--- src/rtl/wb_regfile_if.sv ---
// wb_regfile_if: W-stage writeback inputs, decode read ports and debug outputs
// of the writeback/register-file block.
interface wb_regfile_if #(parameter int WIDTH = 32);
    logic             regwriteW;
    logic [1:0]       resultsrcW;
    logic [WIDTH-1:0] readdataW;
    logic [WIDTH-1:0] aluresultW;
    logic [4:0]       rdW;
    logic [WIDTH-1:0] pcplus4W;
    logic [WIDTH-1:0] immextW;
    logic [4:0]       rs1D;
    logic [4:0]       rs2D;
    logic [WIDTH-1:0] rd1D;
    logic [WIDTH-1:0] rd2D;
    logic [WIDTH-1:0] resultW;
    logic [WIDTH-1:0] a0;
    logic [31:0]      commitcnt;

    modport master (
        output regwriteW, resultsrcW, readdataW, aluresultW, rdW, pcplus4W, immextW, rs1D, rs2D,
        input  rd1D, rd2D, resultW, a0, commitcnt
    );
    modport slave (
        input  regwriteW, resultsrcW, readdataW, aluresultW, rdW, pcplus4W, immextW, rs1D, rs2D,
        output rd1D, rd2D, resultW, a0, commitcnt
    );
endinterface

--- src/rtl/wb_regfile.sv ---
// wb_regfile: writeback result select plus 32-entry register file with
// same-cycle write-to-read bypass, a0 mirror and commit counter.
module wb_regfile #(
    parameter int WIDTH = 32,
    parameter int NREG  = 32
) (
    input logic         clk,
    input logic         rst,
    wb_regfile_if.slave bus
);
    logic [WIDTH-1:0] regs [NREG];
    logic [WIDTH-1:0] res;
    logic [WIDTH-1:0] a0_q;
    logic [31:0]      cnt;
    logic             commit;

    assign res = bus.resultsrcW == 2'b00 ? bus.aluresultW :
                 bus.resultsrcW == 2'b01 ? bus.readdataW  :
                 bus.resultsrcW == 2'b10 ? bus.pcplus4W   : bus.immextW;
    // reset suppresses both the write and the bypass path
    assign commit = bus.regwriteW && bus.rdW != 5'd0 && !rst;

    always_ff @(posedge clk) begin
        if (rst) begin
            for (int i = 0; i < NREG; i++) regs[i] <= '0;
            a0_q <= '0;
            cnt  <= '0;
        end else if (commit) begin
            regs[bus.rdW] <= res;
            if (bus.rdW == 5'd10) a0_q <= res;
            cnt <= cnt + 32'd1;
        end
    end

    assign bus.rd1D      = bus.rs1D == 5'd0 ? '0 : commit && bus.rs1D == bus.rdW ? res : regs[bus.rs1D];
    assign bus.rd2D      = bus.rs2D == 5'd0 ? '0 : commit && bus.rs2D == bus.rdW ? res : regs[bus.rs2D];
    assign bus.resultW   = res;
    assign bus.a0        = a0_q;
    assign bus.commitcnt = cnt;
endmodule

--- src/flat_wrapper.sv ---
// flat-port wrapper written by rule: the top's interface ports become plain ports
module wb_regfile_flat 
#(
    parameter int WIDTH = 32,
    parameter int NREG  = 32
)
  (clk, rst, bus_regwriteW, bus_resultsrcW, bus_readdataW, bus_aluresultW, bus_rdW, bus_pcplus4W, bus_immextW, bus_rs1D, bus_rs2D, bus_rd1D, bus_rd2D, bus_resultW, bus_a0, bus_commitcnt);
  wb_regfile_if #(.WIDTH(WIDTH)) bus_i ();
  input logic clk;
  input logic rst;
  input wire logic [$bits(bus_i.regwriteW)-1:0] bus_regwriteW;
  input wire logic [$bits(bus_i.resultsrcW)-1:0] bus_resultsrcW;
  input wire logic [$bits(bus_i.readdataW)-1:0] bus_readdataW;
  input wire logic [$bits(bus_i.aluresultW)-1:0] bus_aluresultW;
  input wire logic [$bits(bus_i.rdW)-1:0] bus_rdW;
  input wire logic [$bits(bus_i.pcplus4W)-1:0] bus_pcplus4W;
  input wire logic [$bits(bus_i.immextW)-1:0] bus_immextW;
  input wire logic [$bits(bus_i.rs1D)-1:0] bus_rs1D;
  input wire logic [$bits(bus_i.rs2D)-1:0] bus_rs2D;
  output wire logic [$bits(bus_i.rd1D)-1:0] bus_rd1D;
  output wire logic [$bits(bus_i.rd2D)-1:0] bus_rd2D;
  output wire logic [$bits(bus_i.resultW)-1:0] bus_resultW;
  output wire logic [$bits(bus_i.a0)-1:0] bus_a0;
  output wire logic [$bits(bus_i.commitcnt)-1:0] bus_commitcnt;
  assign bus_i.regwriteW = bus_regwriteW;
  assign bus_i.resultsrcW = bus_resultsrcW;
  assign bus_i.readdataW = bus_readdataW;
  assign bus_i.aluresultW = bus_aluresultW;
  assign bus_i.rdW = bus_rdW;
  assign bus_i.pcplus4W = bus_pcplus4W;
  assign bus_i.immextW = bus_immextW;
  assign bus_i.rs1D = bus_rs1D;
  assign bus_i.rs2D = bus_rs2D;
  assign bus_rd1D = bus_i.rd1D;
  assign bus_rd2D = bus_i.rd2D;
  assign bus_resultW = bus_i.resultW;
  assign bus_a0 = bus_i.a0;
  assign bus_commitcnt = bus_i.commitcnt;
  wb_regfile #(.WIDTH(WIDTH), .NREG(NREG)) u_core (.clk(clk), .rst(rst), .bus(bus_i));
endmodule
--- config.mk ---
export PLATFORM = sky130hd
export DESIGN_NAME = wb_regfile_flat
export DESIGN_NICKNAME = d
export VERILOG_FILES = /design/src/rtl/wb_regfile_if.sv /design/src/rtl/wb_regfile.sv /design/src/flat_wrapper.sv
export SDC_FILE = /design/constraint.sdc
export NUM_CORES = 2
export LEC_CHECK = 0
export CAP_MARGIN = 20
export CORE_MARGIN = 1
export CORE_UTILIZATION = 55
export DETAILED_ROUTE_END_ITERATION = 16
export PLACE_DENSITY = 0.77
export SYNTH_ARGS = -nofsm -noshare
export SYNTH_HDL_FRONTEND = slang
export SYNTH_SLANG_ARGS = --single-unit
--- constraint.sdc ---
create_clock -name clk -period 3.46 [get_ports clk]
set_clock_uncertainty 0.15 [all_clocks]
set_input_delay 0.865 -clock clk [delete_from_list [all_inputs] [get_ports clk]]
set_output_delay 0.865 -clock clk [all_outputs]
set_load 0.1 [all_outputs]
==> summary.txt <==
Total GRT Usage: 41.9%
Die height: 322 µm
Critical Path Max Stage Delay: 0.37 ns
CTS tree: built
Clk root buf: clkbuf_16
#FFs+latches synth: 1,088
Setup Viol. Count Final: 65
Top Ports: 308
YS warnings: 0
Area delta synth->final: 33.0%
Global route overflow: 0
Grt peak-use layer: met2
Htree depth: 3
Minimum clock period: 3.85 ns
Final non-filler cell total: 6,364
CP required: 2.44 ns
Synth Area in Compound Gates: 5.37%
FF+latch area: 32,000 µm²
LEAKAGE: 28.8 nW
Hpwl dp: 137 mm
Met3 Use GR: 17.0%
Pwr dens: 479 nW/µm²
Initial DRC count: 8,558
Fmax: 260 MHz
Cell variety after synth: 61
Pin count of the biggest net entering global routing: 53
Ys flop type: edfxtp_1
Final WS setup: -0.387 ns
Outcome: finished with violations
M1 GR Usage: 50.9%
Crit end category: output pin
Port-buffer cells: 307
Least-Margin Pin Slew: 1.04 ns
CTS Sinks: 1,088
Core Rows: 117
Hold wc startpoint: u_core.bus.a0[31]$_SDFFE_PP0P_
Drt drc: 0
Critical-path cell list: dlygate4sd2_1 -> buf_12 -> buf_4 -> nand2_1 -> buf_12 -> buf_12 -> o22ai_1 -> o221a_4 -> buf_12
Met2 usage: 62.5%
R2r setup slk: 1.08 ns
Post-synthesis mux area share: 23.4%
Slew Viols, Final: 0
Post-synthesis adder-cell area fraction: 0.0222%
Failing checks: negative setup slack
Post-route clock period utilization: 111%
Core area: 102,000 µm²
Vias: 46,219
Area of the multi-input gates: 24,400 µm²
Relative slew slack: 30.7%
CP Class: in2out
MaxCap Viol Count: 0
Peak supply drop: 0.000419 V
Startpoint types: input pin
Simple-gate share of the synthesized area: 10.0%
Die Area: 104,000 µm²
Hold endpoint: u_core.bus.a0[31]$_SDFFE_PP0P_
Worst-Skew Late Latency: 0.70 ns
Fin nets: 5,051
Routed Wire Length: 226 mm
Placed cells: 6,034
Vias in the first global route: 44,937
Clk buf depth: 3
Sequential area share after synthesis: 56.8%
R2r endpoint: u_core.bus.commitcnt[26]$_SDFFE_PP0P_
RSZ-0062 raised after global routing: true
WHS Path Cells: 1
Die W: 322 µm
Mean Syn Cell Area: 13.5 µm²
TritonCTS Buffers: 110
Vias per cell: 7.26
Starting density of the core: 55.5%
Routability cong.: 0.964
Worst r2r path cells: 5
Post-Synth XOR/XNOR Area: 0.544%
WL per Instance: 35.5 µm
Antenna violations before repair: 9
Slowest-stage cell, CP: o22ai_1
CP max FO: 17
Post-synth ARST share: 0%
Post-DRT Antenna Nets: 0
Endpoints failing hold: 0
Global-route wire length before repair: 308 mm
Largest family of logic cells by synthesized area: multiplexers
Router iterations before antenna repair: 9
Gate Count Post-Synth: 4,188
Pre-CTS setup slack: -0.782 ns
CP arrival: 2.83 ns
Reg-to-reg startpoint: u_core.bus.commitcnt[10]$_SDFFE_PP0P_
Post-synth EDFFs: 1,024
Fraction of final layout cells sized beyond drive strength 1: 36.4%
Fillcell total: 5,720
Mapped cell area: 56,300 µm²
Clock Pin Slew Worst Setup and Hold Paths: 0.06 ns
CP dominant cell by count: buf_12
HP Class: reg2reg
==> metrics by stage <==
| step | instance area (µm²) | utilization (%) | hold WS [ns] | total power, mW | TNS, ns |
|---|---|---|---|---|---|
| after floorplan | 56900 | - | 0.800 | 19.5 | -20.26 |
| after global placement | 67100 | 66.0 | 0.285 | 22.4 | -188.40 |
| after detailed placement | 67100 | 66.0 | 0.291 | 22.6 | -223.19 |
| after CTS | 73600 | 72.4 | 0.305 | 35.1 | -18.31 |
| after global routing | 74900 | 73.7 | 0.327 | 36.3 | -17.93 |
| final | 74900 | 73.8 | 0.302 | 35.9 | -18.08 |
==> state kept, by name (all words and copies together) (netlist names) <==
register	flops
u_core.regs	1024
u_core.bus.a0	32
u_core.bus.commitcnt	32
==> kinds of logic (layout without fill, tap and decap cells) <==
family / after synthesis / after routing
simple gates: 1366 / 1366
flops: 1088 / 1088
mux: 825 / 825
buf+inv: 472 / 1242
compound gates: 400 / 400
xor+xnor: 35 / 35
fa+ha+maj: 1 / 1
other cells: 1 / 39
==> report_power, final <==
group,internal [mW],switching (mW),total (mW)
combinational,3.28,4.55,7.83
clock,7.16,5.34,12.5
sequential,15.1,0.457,15.5
total,25.5,10.3,35.9
==> metal layers <==
metal / vias to the layer above / part of all wire [%]
met3: 1288 / 18
li1: 17391 / -
met5: - / 0.081
met4: 12 / 7.8
met2: 5059 / 44
met1: 22469 / 30
==> worst max-delay path, delay by kind of cell <==
family,cells,cell delay [ns]
AND/OR/NAND/NOR,1,0.11
AO/OA/AOI/OAI,2,0.66
buffers and inverters,6,1.17
==> synth_stat cells (9+ instances only) <==
master	count	area, µm²
o21ai_0	12	60.1
buf_4	32	240
inv_1	38	143
nor2b_1	14	87.6
mux2i_1	397	3970
mux2_2	36	405
mux4_2	392	8830
nand2_1	79	297
or3_1	9	56.3
nor2_1	1033	3880
o22ai_1	59	369
a22oi_1	175	1310
o21ai_1	27	135
buf_2	134	671
buf_1	20	75.1
nand2b_1	36	225
nand3_1	125	626
edfxtp_1	1024	30700
a21o_1	28	210
xnor2_1	22	193
a21oi_1	15	75.1
o211ai_1	9	67.6
clkbuf_1	241	905
dfxtp_1	64	1280
o221a_2	51	574
xor2_1	13	114
nor3_1	15	75.1
nor4_1	13	81.3
==> final cells by class <==
| class | count | area share [%] |
|---|---|---|
| antenna | 7 | 0.0234 |
| clock buffer | 129 | 3.92 |
| clock inverter | 70 | 0.999 |
| inverter | 38 | 0.235 |
| multi-input combinational | 2659 | 32.6 |
| sequential | 1088 | 42.7 |
| tap | 1368 | 2.28 |
| timing repair buffer | 1005 | 17.2 |
==> what timing repair did <==
action	in CTS	in global routing
setup endpoints to repair	64	67
pin swaps	57	84
hold buffers	0	0
gates resized for setup	273	177
cloned	32	15
buffers inserted	51	48
==> cell usage in the layout (no fill, tap or decap), types with 36 or more instances in the layout <==
master and n:
nor2_1 1027, edfxtp_1 1024, buf_4 478, mux4_2 392, mux2i_1 370, buf_12 274, a22oi_1 132, clkbuf_16 128
clkdlybuf4s50_1 128, nand2_1 68, nand3_1 67, dfxtp_1 64, o221a_4 55, buf_16 52, a22oi_2 43, nand3_2 40
o22ai_1 38, buf_6 36
==> worst max-delay path by stage <==
stage | startpoint | endpoint | slack, ns | cells past startpoint
3_3_place_gp | bus_rdW[3] | bus_rd2D[30] | -0.80 | 10
4_1_cts | bus_rs2D[4] | bus_rd2D[11] | -0.36 | 13
3_5_place_dp | bus_rdW[3] | bus_rd2D[30] | -0.78 | 10
6_report | bus_rs1D[3] | bus_rd1D[24] | -0.39 | 9
5_1_grt | bus_rs2D[0] | bus_rd2D[22] | -0.36 | 9
2_1_floorplan | bus_resultsrcW[1] | bus_rd1D[10] | -0.41 | 7
Note: power is estimated with default switching activity, not from simulation.
